--- src/rtl/cxapbasyncbridge_cdc_capture_data_pkg.sv ---
// Shared definitions for the async bridge capture/launch pair: FSM encoding
// and the smallest synchroniser depth that is still metastability-safe.
package cxapbasyncbridge_cdc_capture_data_pkg;

    typedef enum logic {
        ST_IDLE = 1'b0,
        ST_HOLD = 1'b1
    } cap_state_t;

    localparam int SYNC_STAGES_MIN = 2;

endpackage

--- src/rtl/cxapbasyncbridge_cdc_capture_data_sync.sv ---
// Single-bit multi-flop synchroniser, reset to 0. Depths below the minimum
// are clamped up so a mis-parameterised instance stays safe.
module cxapbasyncbridge_cdc_sync
    import cxapbasyncbridge_cdc_capture_data_pkg::*;
#(
    parameter int SYNC_STAGES = 2
) (
    input  logic clk,
    input  logic resetn,
    input  logic d_i,
    output logic q_o
);

    localparam int DEPTH = (SYNC_STAGES < SYNC_STAGES_MIN) ? SYNC_STAGES_MIN : SYNC_STAGES;

    logic [DEPTH-1:0] sync_q;

    // Shift the asynchronous input through the flop chain; the last flop is the clean copy.
    always_ff @(posedge clk or negedge resetn) begin
        if (!resetn) begin
            sync_q <= '0;
        end else begin
            sync_q <= {sync_q[DEPTH-2:0], d_i};
        end
    end

    assign q_o = sync_q[DEPTH-1];

endmodule

--- src/rtl/cxapbasyncbridge_cdc_capture_data.sv ---
// Destination side of the async bridge data path: synchronises the request
// toggle, captures the source-held word, offers it on valid/ready and returns
// an ack toggle once the word has been taken.
module cxapbasyncbridge_cdc_capture_data
    import cxapbasyncbridge_cdc_capture_data_pkg::*;
#(
    parameter int WIDTH       = 1,
    parameter int SYNC_STAGES = 2
) (
    input  logic             clk,
    input  logic             resetn,
    input  logic             req_async,
    input  logic [WIDTH-1:0] in_async,
    output logic             ack_async,
    output logic [WIDTH-1:0] out_data,
    output logic             out_valid,
    input  logic             out_ready,
    output logic             protocol_err
);

    logic             req_sync;
    logic             req_prev_q;
    logic             new_req;
    cap_state_t       state_q;
    logic [WIDTH-1:0] data_q;
    logic             valid_q;
    logic             ack_q;
    logic             err_q;

    // Only the request toggle crosses through flops; in_async is held stable by the source.
    cxapbasyncbridge_cdc_sync #(
        .SYNC_STAGES (SYNC_STAGES)
    ) u_req_sync (
        .clk    (clk),
        .resetn (resetn),
        .d_i    (req_async),
        .q_o    (req_sync)
    );

    // Remember the last synchronised request level so any toggle shows up as a one-cycle pulse.
    always_ff @(posedge clk or negedge resetn) begin
        if (!resetn) begin
            req_prev_q <= 1'b0;
        end else begin
            req_prev_q <= req_sync;
        end
    end

    assign new_req = req_sync ^ req_prev_q;

    // Capture/hold FSM: a request in HOLD is dropped and flagged, never overwrites the held word.
    always_ff @(posedge clk or negedge resetn) begin
        if (!resetn) begin
            state_q <= ST_IDLE;
            data_q  <= '0;
            valid_q <= 1'b0;
            ack_q   <= 1'b0;
            err_q   <= 1'b0;
        end else begin
            case (state_q)
                ST_IDLE: begin
                    if (new_req) begin
                        data_q  <= in_async;
                        valid_q <= 1'b1;
                        state_q <= ST_HOLD;
                    end
                end
                ST_HOLD: begin
                    if (new_req) begin
                        err_q <= 1'b1;
                    end
                    if (out_ready) begin
                        valid_q <= 1'b0;
                        ack_q   <= ~ack_q;
                        state_q <= ST_IDLE;
                    end
                end
                default: begin
                    state_q <= ST_IDLE;
                end
            endcase
        end
    end

    assign out_data     = data_q;
    assign out_valid    = valid_q;
    assign ack_async    = ack_q;
    assign protocol_err = err_q;

endmodule
--- config.mk ---
export PLATFORM = sky130hd
export DESIGN_NAME = cxapbasyncbridge_cdc_capture_data
export DESIGN_NICKNAME = d
export VERILOG_FILES = /design/src/rtl/cxapbasyncbridge_cdc_capture_data_pkg.sv /design/src/rtl/cxapbasyncbridge_cdc_capture_data_sync.sv /design/src/rtl/cxapbasyncbridge_cdc_capture_data.sv
export SDC_FILE = /design/constraint.sdc
export NUM_CORES = 1
export LEC_CHECK = 0
export CORE_AREA = 2 2 39 41
export CTS_CLUSTER_DIAMETER = 40
export DETAILED_ROUTE_END_ITERATION = 6
export DIE_AREA = 0 0 41 43
export GPL_TIMING_DRIVEN = 0
export SKIP_CTS_REPAIR_TIMING = 1
export SYNTH_ARGS = -nofsm -noshare
export SYNTH_HDL_FRONTEND = slang
export SYNTH_SLANG_ARGS = --single-unit
--- constraint.sdc ---
create_clock -name clk -period 1.2 [get_ports clk]
set_input_delay 0.18 -clock clk [delete_from_list [all_inputs] [get_ports clk]]
set_output_delay 0.18 -clock clk [all_outputs]
set_load 0.02 [all_outputs]
After elaboration in Yosys (flattened, before gate mapping)
Cells that the tools add are included.
W data, S select, Z words.
Storage, ports and cells
  flip-flop bits (word level): 8
  bits in latches: 0
  RAM bits: 0
  memory bits (read-only): 0
  input bits: 5
  output and inout bits: 4
  memories: 0
Cells by class
  $add $sub $neg: 0
  multiply operators: 0
  div/mod/pow operators: 0
  magnitude comparators: 0
  equality and inequality tests: 2
  shift operators: 0
  mux-type cells: 6
  bitwise logic cells: 3
  reduce and logical (&&, ||, !) cells: 4
Operator list (number)
  $reduce_and A2 Y1: 4
  $mux W1: 4
  $ne A2 B2 Y1 const B: 2
  $pmux W1 S2: 2
  $not A1 Y1: 2
  $xor A1 B1 Y1: 1

Depth between registers and ports, before layout
Gate-level depths: netlist of run 1.
  depth after elaboration: 3
  mapped depth: 3
  depth with buffers taken out: 3

By module
A second synthesis of run 1 with hierarchy kept.
Unflattened totals
  cell total of the unflattened synthesis: 18
  area total of the unflattened synthesis: 274.0 µm²
Modules (own cells, without submodules)
  cxapbasyncbridge_cdc_capture_data: instances 1, cells an instance 16, area each 224.0 µm², sequential area each 150.1 µm²
  cxapbasyncbridge_cdc_sync: instances 1, cells an instance 2, area each 50.0 µm², sequential area each 50.0 µm²

Worst setup path after synthesis of run 1
No wires, ideal clock.
  path type: reg2reg
  start: reg req_prev_q
  end: reg data_q, in the netlist out_data
  library setup time: 125 ps
  arrival: 1034 ps
  required time: 1075 ps
  setup slack: 41 ps
  stages on the path, launching flop included: 4
  period minus slack after synthesis: 1159 ps
  cell sequence: dfrtp_1 xor2_1 nor2b_4 mux2_4
Between the ends
  longest elaborated chain between the ends: 2
RTL lines
  start, declared: line cxapbasyncbridge_cdc_capture_data.sv:22  | logic req_prev_q;
  start signal, assigned: line cxapbasyncbridge_cdc_capture_data.sv:45  | req_prev_q <= req_sync;
  $xor A1 B1 Y1: line cxapbasyncbridge_cdc_capture_data.sv:49  | assign new_req = req_sync ^ req_prev_q;
  $reduce_and A2 Y1 (no line)
  end signal, assigned: line cxapbasyncbridge_cdc_capture_data.sv:63  | data_q <= in_async;
  end, declared: line cxapbasyncbridge_cdc_capture_data.sv:25  | logic [WIDTH-1:0] data_q;
No other way between the ends.
A chain may end at the register's enable or synchronous reset.

Worst setup path in the final report of run 1
  start: reg u_req_sync.sync_q[1]
  end: reg data_q, in the netlist out_data
Between the ends
  longest elaborated chain between the ends: 2
RTL lines
  start, declared: line cxapbasyncbridge_cdc_capture_data_sync.sv:16  | logic [DEPTH-1:0] sync_q;
  start signal, assigned: line cxapbasyncbridge_cdc_capture_data_sync.sv:23  | sync_q <= {sync_q[DEPTH-2:0], d_i};
  $xor A1 B1 Y1: line cxapbasyncbridge_cdc_capture_data.sv:49
  $reduce_and A2 Y1 (no line)
No other way between the ends.

==> results.txt, run 1 <==
* Status: complete, no violations
* Final design utilization: 31.1%
- Distinct cells, synth: 8
* First-pass GRT wire length: ~740 µm
- Summed over all layers, the global routing overflow is 0.
- Area of the core: roughly 1400 µm²
- The Yosys step of the flow raised 0 warnings.
- After detailed routing, the met3 layer carries just under 40 µm of wire.
- Setup repair after global routing could not meet its margin everywhere.
- In this run the cell area measured after placement is 375 µm².
* Fraction of final layout cells sized beyond drive strength 1: between 30% and 40%
* Post-Synthesis Cells: 16
* Post-Place Cells: 40
- The initial antenna violation count is 0.
- TritonCTS Sinks: 8
* Io pins: 9
- The filler cells instantiated in the layout total 136.
- After routing the design area is around 430 µm².
* Proportion of synthesized area in mux cells: between 5 and 6%
* Cells on worst reg2reg path: 3
- Max cap viols: 0
- The final number of hold-violating endpoints is 0.
* Die outline area: between 1500 and 2000 µm²
- In the final routed layout, each cell accounts on average for between 9 and 10 µm.
- Initial Util: 19.9%
- Vertical die dimension: 43 µm
- Pin count of the biggest net entering global routing: 9
- The repair_antennas step left the layout with diodes totalling 0.
- CP required: about 1.3 ns
* DR DRC count: 0
* Area fraction in and, or, nand and nor cells after synthesis: between 6 and 7%
* Total routing usage reported by global routing: a little under 7%
* Compound-gate portion of the synthesized area: a little under a tenth
* H-tree depth reported by CTS: 1
- Clock tree synthesis selected as its root buffer the cell sky130_fd_sc_hd__clkbuf_4.
- Worst reg2reg setup slack: 0.02 ns
- Routed signal wires occupy layers up through met3.
* TritonCTS clock tree: done
* Die width: 41 µm
* Met1 wire length: ~210 µm
* Vias after detailed routing: 162
- The number of global-route vias before repair was approximately 170.
- Total CTS buffers: 3
- After synthesis, the largest family of logic cells by area is compound AO/OA/AOI/OAI gates.
- Area added between synthesis and finish: 56.4%
* Sum of net half-perimeters after detailed placement: 326 µm
* Post-route clock skew: 0.00361 ns
- Slew @ Worst Pin: approximately 0.35 ns
* Post-synthesis share of cell area spent on full adders, half adders and majority gates: 0%
* Critical register-to-register path startpoint: u_req_sync.sync_q[1]
* Via density: 3.60
* Share of the yosys chip area belonging to registers: between 70 and 80%
- For this run, the top clock speed supported by timing is about 850 MHz.
* Worst vdd rail ir drop: around 0.92 mV
- Timing analysis after detailed placement gives a worst setup slack of -0.0332 ns.
* Fin cells: 45
* Flip-flop and latch count after synthesis: 8
- Metal2 WL: 177 µm
- The number of pins exceeding their max-slew limit in the final report was 0.
- The critical path in this run is classified as reg2reg.
- The mapped netlist covers ~280 µm².
* Worst R2R End: out_data
* Last weighted congestion value of the routability-driven placer: 0.664
- Setup-violating endpoint count in the final report: 0
* P_leak: approximately 0.21 nW
- Clock network latency to the later pin of the worst-skew pair: between 0.2 and 0.3 ns
- Final ANT Viol Nets: 0
* Relative slew margins: roughly 77%
* Router iterations before antenna repair: 1
- The final layout contains routed wiring with a total length of between 400 and 500 µm.
- Number of core rows: 14
- Count of port buffers added during placement: 8
* XOR/XNOR share of the synthesized area: 6.36%
- After layout, the design draws a total of between 0.0007 and 0.0008 W.
- Net count of the mapped netlist: 21
- Number of buffers between clock root and the deepest sink: 2
- After layout, the worst setup slack is roughly 0.022 ns.
* Mean Syn Cell Area: between 15 and 20 µm²
- For the finished layout, the period the worst path requires is 1.18 ns.
* Critical Path End Type: register
- The detailed router finished its first iteration with 0 violations.
* Share of the clock period used by the worst path after layout: 98.2%
- Crit Path Max Fanout: 2
- Dividing total power by cell area gives a power density of roughly 1800 nW/µm².
- Path type of the worst min-delay path: in2async
* Arrival time at the worst endpoint: between 1 and 1.5 ns
- The final layout contains 36 nets.
* Sort of element at the start of the critical path: register
* Clock slew at the register clock pins of the worst setup and hold paths: 0.05 ns
state kept, by name (all words and copies together), names as in the netlist:
| register | count |
|---|---|
| state_q | 1 |
| u_req_sync.sync_q | 2 |
| protocol_err | 1 |
| req_prev_q | 1 |
| out_valid | 1 |
| out_data | 1 |
| ack_async | 1 |
power by group:
group	switching, W	internal (W)	leakage (nW)
Clock	0.0000818	0.000114	0.0138
Combinational	0.0000995	0.000135	0.105
Sequential	0.0000357	0.000324	0.0900
Total	0.000217	0.000573	0.208
per-layer routing:
layer	up-vias	GRT usage [%]
met1	78	9.06
li1	78	-
met2	6	7.81
met5	-	0
met3	0	6.28
met4	0	2.00
layout by cell type (no fill, tap or decap):
master,n
sky130_fd_sc_hd__a21o_2,2
sky130_fd_sc_hd__buf_4,2
sky130_fd_sc_hd__clkbuf_4,3
sky130_fd_sc_hd__clkdlybuf4s50_1,4
sky130_fd_sc_hd__dfrtp_1,8
sky130_fd_sc_hd__dlymetal6s2s_1,4
sky130_fd_sc_hd__mux2_4,1
sky130_fd_sc_hd__nand2_1,1
sky130_fd_sc_hd__nor2b_4,1
sky130_fd_sc_hd__o21a_1,1
sky130_fd_sc_hd__xnor2_1,1
sky130_fd_sc_hd__xor2_2,1
through the flow:
stage	hold slack (ns)	TNS, ns
floorplan	-0.116	0
global placement	0.333	0
detailed placement	0.336	-0.0332
CTS	0.212	-0.817
global route	0.223	-0.0474
finish	0.205	0
synth_stat cells:
| library cell | number | share of area, % |
|---|---|---|
| sky130_fd_sc_hd__nand2_1 | 1 | 1.4 |
| sky130_fd_sc_hd__dfrtp_1 | 8 | 73 |
| sky130_fd_sc_hd__xor2_1 | 1 | 3.2 |
| sky130_fd_sc_hd__o21a_1 | 1 | 2.7 |
| sky130_fd_sc_hd__nor2b_4 | 1 | 5.0 |
| sky130_fd_sc_hd__mux2_4 | 1 | 5.5 |
| sky130_fd_sc_hd__a21o_2 | 2 | 6.4 |
| sky130_fd_sc_hd__xnor2_1 | 1 | 3.2 |
logic make-up (layout without fill, tap and decap cells):
group	count (synthesis)	in the layout
AND/OR/NAND/NOR	2	2
buffers and inverters	0	13
multiplexers	1	1
flip-flops	8	8
XOR/XNOR	2	2
AO/OA/AOI/OAI	3	3
worst max path at each step:
stage                         start         to  slack, ns  cells past startpoint
2_1_floorplan            req_prev_q   out_data       0.04                      3
3_3_place_gp             req_prev_q   out_data     0.0003                      3
3_5_place_dp   u_req_sync.sync_q[1]   out_data      -0.03                      3
4_1_cts                   ack_async  ack_async      -0.22                      1
5_1_grt        u_req_sync.sync_q[1]   out_data      -0.05                      3
6_report       u_req_sync.sync_q[1]   out_data       0.02                      3
area by class of cell:
type	instances	area (µm²)	area share [%]
clock buffer	3	22.5	5.23
tap	16	20.0	4.65
multi-input combinational	8	82.6	19.2
sequential	8	200	46.5
timing repair buffer	10	105	24.4
critical path, cell delays in order, from the launching register on:
cell,delay [ns]
sky130_fd_sc_hd__dfrtp_1,0.40
sky130_fd_sc_hd__xor2_2,0.18
sky130_fd_sc_hd__nor2b_4,0.18
sky130_fd_sc_hd__mux2_4,0.30
(Power assumes the default switching activity.)
==> run 2, diff against run 1 <==
- GPL_TIMING_DRIVEN: 0 -> not set
==> results.txt, run 2 (synthesis gave the netlist of run 1 again) <==
* Final design utilization: 30.6% (was 31.1%)
- Die outline area: 1760 µm² (unchanged)
- The total global routing track utilization came to 6.60% (was 6.82%).
- The total congestion overflow after global routing was 0 (unchanged).
- The via count was 161 (was 162).
- Total CTS buffers: 3 (unchanged)
- The final worst clock skew is 0.00230 ns (was 0.00361 ns).
- The path type of the worst setup path was reg2reg (unchanged).
- The clock tree root driver cell is sky130_fd_sc_hd__clkbuf_4 (unchanged).
- The average routed wire per standard cell came to 9.98 µm (was 9.56 µm).
- The post-placement cell count is 41 (was 40).
- Number of core rows: 14 (unchanged)
* Diodes inserted: 0 (unchanged)
- Path type of the worst min-delay path: in2async (unchanged)
- Final Hold Viols: 0 (unchanged)
- Leading cell types in the layout, fill and taps excluded: sky130_fd_sc_hd__dfrtp_1, sky130_fd_sc_hd__clkdlybuf4s50_1, sky130_fd_sc_hd__dlymetal6s2s_1 (unchanged)
- The hold slack was 0.208 ns (was 0.205 ns).
- The number of global-route vias before repair came to 172 (was 167).
- The power density over cell area is 1860 nW/µm² (was 1840 nW/µm²).
- DR DRC count: 0 (unchanged)
- Router iterations before antenna repair: 3 (was 1)
- The effective utilization at floorplan was 19.9% (unchanged).
- The pin slew with the least headroom to its limit came to 0.352 ns (was 0.351 ns).
* TritonCTS Sinks: 8 (unchanged)
- TritonCTS clock tree: done (unchanged)
- The number of buffers on the longest clock path came to 2 (unchanged).
- The final setup violation count came to 0 (unchanged).
- Die width: 41 µm (unchanged)
* Post-placement cell area: 383 µm² (was 375 µm²)
* Crit Path Max Fanout: 2 (unchanged)
- Largest reg by FF count: u_req_sync.sync_q (unchanged)
- Pin count of the biggest net entering global routing: 9 (unchanged)
- The worst supply voltage drop on vdd is 0.553 mV (was 0.916 mV).
* Detailed Route Iter0 Violations: 3 (was 0)
- Critical Path End Type: register (unchanged)
- The data arrival time of the critical path was 1.30 ns (about the same).
- The clock-pin slew reported for the worst setup and hold paths after clock tree synthesis was 0.05 ns (about the same).
- The growth of design area from synthesis to finish is 53.6% (was 56.4%).
- The reported leakage power was 0.203 nW (was 0.208 nW).
- Max FFs per register: 2 (unchanged)
* Finished Cell Area: 423 µm² (was 430 µm²)
- Final critical path time including I/O delays and setup: 1.17 ns (was 1.18 ns)
* Fin cells: 44 (was 45)
- The total routed wirelength was 439 µm (was 430 µm).
* Final ANT Viol Nets: 0 (unchanged)
- Relative slew margins: 76.5% (was 76.6%)
* Vertical die dimension: 43 µm (unchanged)
- Clock network latency to the later pin of the worst-skew pair: 0.24 ns (was 0.25 ns)
- Via density: 3.66 (was 3.60)
* Status: complete, no violations (unchanged)
* Nets: 35 (was 36)
- Max cap viols: 0 (unchanged)
* Count of port buffers added during placement: 8 (unchanged)
- Leading cell type in the layout, fill and taps excluded: sky130_fd_sc_hd__dfrtp_1 (unchanged)
* CP required: 1.33 ns (about the same)
- Fraction of final layout cells sized beyond drive strength 1: 32.1% (was 34.5%)
* RSZ-0062 raised after global routing: yes (unchanged)
* Initial antenna violation count: 0 (unchanged)
- Sum of net half-perimeters after detailed placement: 309 µm (was 326 µm)
* First-pass GRT wire length: 731 µm (was 738 µm)
- The final weighted congestion in routability-driven placement is 0.665 (was 0.664).
- The highest attainable clock frequency was 855 MHz (was 849 MHz).
* Share of the clock period used by the worst path after layout: 97.5% (was 98.2%)
* Total power consumption of the routed design: 0.000787 W (was 0.000790 W)
- The area of the placeable core is 1380 µm² (unchanged).
* Sort of element at the start of the critical path: register (unchanged)
- The total I/O pin count is 9 (unchanged).
- The number of pins exceeding their max-slew limit in the final report is 0 (unchanged).
- The count of H-tree levels built during CTS was 1 (unchanged).
-- run 2: per-stage QoR --
stage | worst slack [ns] | setup TNS (ns)
2_1_floorplan | 0.0411 | 0
3_3_place_gp | 0.0570 | 0
3_5_place_dp | 0.0376 | 0
4_1_cts | -0.214 | -0.763
5_1_grt | -0.0152 | -0.0152
6_report | 0.0300 | 0
-- run 2: metal layers --
metal	GRT usage, %	vias to the layer above	wire, µm
met5	0	-	0
met4	6.00	0	0
met3	3.14	0	32
met2	6.88	6	189
met1	9.33	77	217
li1	-	78	-
-- run 2: worst paths after layout --
kind | startpoint | endpoint | slack [ns] | depth (start not counted)
setup reg to reg | req_prev_q | out_data | 0.03 | 3
hold / removal | resetn | out_data | 0.21 | 1
min in group clk | u_req_sync.sync_q[0] | u_req_sync.sync_q[1] | 0.35 | 0
max in group asynchronous | resetn | protocol_err | 0.74 | 1
setup / recovery | req_prev_q | out_data | 0.03 | 3
hold reg to reg | u_req_sync.sync_q[0] | u_req_sync.sync_q[1] | 0.35 | 0
-- run 2: critical path, cell delays in order (launching register included) --
cell and delay (ns):
sky130_fd_sc_hd__dfrtp_1 0.39, sky130_fd_sc_hd__xor2_2 0.18, sky130_fd_sc_hd__nor2b_4 0.18, sky130_fd_sc_hd__mux2_4 0.30
-- run 2: layout make-up --
type | instances | area (µm²)
Multi-Input combinational cell | 8 | 82.6
Fill cell | 137 | 961
Tap cell | 16 | 20.0
Sequential cell | 8 | 200
Clock buffer | 3 | 22.5
Timing Repair Buffer | 9 | 97.6
-- run 2: report_power, final --
part	total, W	switching, W	internal, W
combinational	0.000230	0.000101	0.000129
sequential	0.000361	0.0000372	0.000324
clock	0.000196	0.0000817	0.000114
total	0.000787	0.000220	0.000567
==> run 3, diff against run 2 <==
- ABC_AREA: not set -> 1
==> results.txt, run 3 <==
- Series of cell instances along the critical path: dlymetal6s2s_1 (was xor2_2 -> nor2b_4 -> mux2_4).
- Most used DFF post-synth: sky130_fd_sc_hd__dfrtp_1 (unchanged)
- The clock insertion delay at the later pin of the skew report was 0.25 ns (was 0.24 ns).
* Switching part of the total: 29.5% (was 27.9%)
- The destination of the worst register-to-register timing path is out_data (unchanged).
- Post-synthesis instance area: 290 µm² (was 275 µm²)
- The initial antenna violation count came to 0 (unchanged).
* Final Hold Viols: 0 (unchanged)
- The number of placement rows is 14 (unchanged).
* Total CTS buffers: 3 (unchanged)
- Total routing usage reported by global routing: 7.32% (was 6.60%)
* Leading post-synthesis cells by cell area: sky130_fd_sc_hd__dfrtp_1, sky130_fd_sc_hd__nand2_1, sky130_fd_sc_hd__inv_1, sky130_fd_sc_hd__nand3_2, sky130_fd_sc_hd__a21oi_2 (was sky130_fd_sc_hd__dfrtp_1, sky130_fd_sc_hd__a21o_2, sky130_fd_sc_hd__mux2_4, sky130_fd_sc_hd__nor2b_4, sky130_fd_sc_hd__xnor2_1)
- Mean Syn Cell Area: 11.6 µm² (was 17.2 µm²)
* Part of the power in combinational logic: 27.6% (was 29.2%)
- Area added between synthesis and finish: 45.7% (was 53.6%)
- The data arrival time of the critical path came to 0.85 ns (was 1.30 ns).
- The most common cell after layout, fill and taps aside is sky130_fd_sc_hd__dfrtp_1 (unchanged).
* Final critical path time including I/O delays and setup: 1.03 ns (was 1.17 ns)
- The number of global-route vias before repair is 174 (was 172).
* Max cap viols: 0 (unchanged)
- The count of mapped cells out of synthesis is 25 (was 16).
* Clock share of power: 26.8% (was 24.8%)
* Initial Util: 21.0% (was 19.9%)
- Internal power consumption: 0.000535 W (was 0.000567 W)
- DR DRC count: 0 (unchanged)
- Cell area power density: 1790 nW/µm² (was 1860 nW/µm²)
* Die width: 41 µm (unchanged)
* Number of warnings printed during yosys synthesis: 0 (unchanged)
* Top post-synthesis cells by count: sky130_fd_sc_hd__dfrtp_1, sky130_fd_sc_hd__nand2_1, sky130_fd_sc_hd__inv_1 (was sky130_fd_sc_hd__dfrtp_1, sky130_fd_sc_hd__a21o_2)
- Area fraction of the dominant cell type after synthesis: 69.0% (was 72.7%)
- The layout cell share with drive strength beyond 1 is 19.4% (was 32.1%).
* Detailed Route Iter0 Violations: 0 (was 3)
* Net load switching power: 0.000223 W (was 0.000220 W)
- The number of antenna repair diodes was 0 (unchanged).
* Relative slew margins: 76.0% (was 76.5%)
* CTS root buf: sky130_fd_sc_hd__clkbuf_4 (unchanged)
- Leading cell types in the layout, fill and taps excluded: sky130_fd_sc_hd__dfrtp_1, sky130_fd_sc_hd__nand2_1, sky130_fd_sc_hd__inv_1, sky130_fd_sc_hd__clkdlybuf4s50_1, sky130_fd_sc_hd__dlymetal6s2s_1 (was sky130_fd_sc_hd__dfrtp_1, sky130_fd_sc_hd__clkdlybuf4s50_1, sky130_fd_sc_hd__dlymetal6s2s_1).
- The post-synthesis cell type count was 11 (was 8).
- Area of the core: 1380 µm² (unchanged)
- The number of buffers on the longest clock path was 2 (unchanged).
- Die outline area: 1760 µm² (unchanged)
- The number of nets in the synthesized netlist came to 30 (was 21).
- The count of TritonRoute iterations in the first routing pass was 1 (was 3).
* Final ANT Viol Nets: 0 (unchanged)
* Sort of element at the start of the critical path: register (unchanged)
- The total negative slack was 0 ns (unchanged).
- Largest reg by FF count: u_req_sync.sync_q (unchanged)
- The number of nets in the final layout was 43 (was 35).
- The count of buffers from port buffering came to 8 (unchanged).
- Flip-flop and latch count after synthesis: 8 (unchanged)
* Largest area contributor in the synthesized netlist: sky130_fd_sc_hd__dfrtp_1 (unchanged)
- The via count came to 193 (was 161).
- The total congestion overflow after global routing came to 0 (unchanged).
* Via density: 3.71 (was 3.66)
- The required time reported for the critical path endpoint came to 1.02 ns (was 1.33 ns).
- The final setup violation count was 0 (unchanged).
* Post-Place Cells: 49 (was 41)
- The number of buffer and inverter stages on the critical path was 1 (was 0).
- The number of enable-type register cells in the synthesized netlist was 0 (unchanged).
- The count of H-tree levels built during CTS was 1 (unchanged).
- Dominant delay contributor by cell family on the critical path: flip-flops (unchanged)
- The final worst clock skew was 0.00683 ns (was 0.00230 ns).
- The final standard cell utilization of the core was 30.6% (unchanged).
- TritonCTS clock tree: done (unchanged)
- Share of the clock period used by the worst path after layout: 85.4% (was 97.5%)
- The reported leakage power is 0.227 nW (was 0.203 nW).
- Critical register-to-register path startpoint: u_req_sync.sync_q[1] (was req_prev_q)
- Vertical die dimension: 43 µm (unchanged)
* Top-count cell post-synth: sky130_fd_sc_hd__dfrtp_1 (unchanged)
- Share of the yosys chip area belonging to registers: 69.0% (was 72.7%)
* Status: complete, no violations (unchanged)
- The post-detailed-placement half-perimeter wirelength is 321 µm (was 309 µm).
- The worst supply voltage drop on vdd is 0.660 mV (was 0.553 mV).
* Crit Path Max Fanout: 2 (unchanged)
- The number of pins exceeding their max-slew limit in the final report came to 0 (unchanged).
- Clock slew at the register clock pins of the worst setup and hold paths: 0.06 ns (was 0.05 ns)
- Part of the power in registers: 45.6% (was 45.9%)
- Pin count of the biggest net entering global routing: 9 (unchanged)
* Hold slack: 0.201 ns (was 0.208 ns)
- The library cell contributing the largest single delay on the critical path is sky130_fd_sc_hd__dfrtp_1 (unchanged).
- The total routed wirelength is 448 µm (was 439 µm).
- The first-pass GRT wire length was 759 µm (was 731 µm).
- The nature of the critical path endpoint was a primary output (was register).
- The worst min-delay path class is in2async (unchanged).
- The post-layout instance count excluding filler cells is 52 (was 44).
- The highest attainable clock frequency came to 975 MHz (was 855 MHz).
* Cells on worst reg2reg path: 4 (was 3)
- Io pins: 9 (unchanged)
- Max FFs per register: 2 (unchanged)
* RSZ-0062 raised after global routing: no (was yes)
- The share of async-settable or async-resettable flops after synthesis was 100% (unchanged).
- Worst reg2reg setup slack: 0.39 ns (was 0.03 ns)
- Last weighted congestion value of the routability-driven placer: 0.667 (was 0.665)
* Stage delay of the slowest cell on the critical path: 0.38 ns (was 0.39 ns)
- The path type of the worst setup path is reg2out (was reg2reg).
- Average detailed-routed wire length per instance: 8.62 µm (was 9.98 µm)
* TritonCTS Sinks: 8 (unchanged)
* Slew @ Worst Pin: 0.358 ns (was 0.352 ns)
[run 3: worst max-delay path by stage]
stage                    startpoint        end  slack (ns)  cells after the start
2_1_floorplan  u_req_sync.sync_q[1]   out_data        0.42                      4
3_3_place_gp              ack_async  ack_async        0.08                      1
3_5_place_dp              ack_async  ack_async        0.07                      1
4_1_cts                   ack_async  ack_async       -0.21                      1
5_1_grt                   ack_async  ack_async        0.14                      1
6_report                  ack_async  ack_async        0.17                      1
[run 3: cells by family (layout without fill, tap and decap cells)]
family	count (synthesis)	after routing	synth area share, %
AO/OA/AOI/OAI	3	3	7.33
XOR/XNOR	1	1	3.02
buffers and inverters	5	16	6.46
AND/OR/NAND/NOR	8	8	14.2
flip-flops	8	8	69.0
[run 3: stage by stage]
| step | cell area (µm²) | power [W] | setup WS [ns] |
|---|---|---|---|
| 5_1_grt | 423 | 0.000804 | 0.136 |
| 2_1_floorplan | 290 | 0.000466 | 0.417 |
| 4_1_cts | 413 | 0.000781 | -0.210 |
| 6_report | 423 | 0.000758 | 0.175 |
| 3_3_place_gp | 390 | 0.000568 | 0.0833 |
| 3_5_place_dp | 390 | 0.000571 | 0.0692 |
[run 3: cell type report]
cell class / instances / area (µm²)
multi-input combinational: 12 / 71.3
tap: 16 / 20.0
inverter: 5 / 18.8
timing repair buffer: 8 / 90.1
sequential: 8 / 200
fill: 136 / 961
clock buffer: 3 / 22.5
[run 3: layer usage]
layer  share of wire [%]  GRT usage (%)  vias up
met2                  44           5.94        6
met4                   0           10.0        0
met1                  46           10.4       85
met3                 9.6           3.66        0
met5                   0              0        -
li1                    -              -      102
[run 3: power by group through the flow]
stage                     Combinational (W)  Sequential (W)  Clock, W
after detailed placement           0.000218        0.000353         0
after floorplan                   0.0000666        0.000399         0
after global placement             0.000217        0.000351         0
final                              0.000209        0.000346  0.000203
after CTS                          0.000219        0.000348  0.000214
after global routing               0.000228        0.000352  0.000224
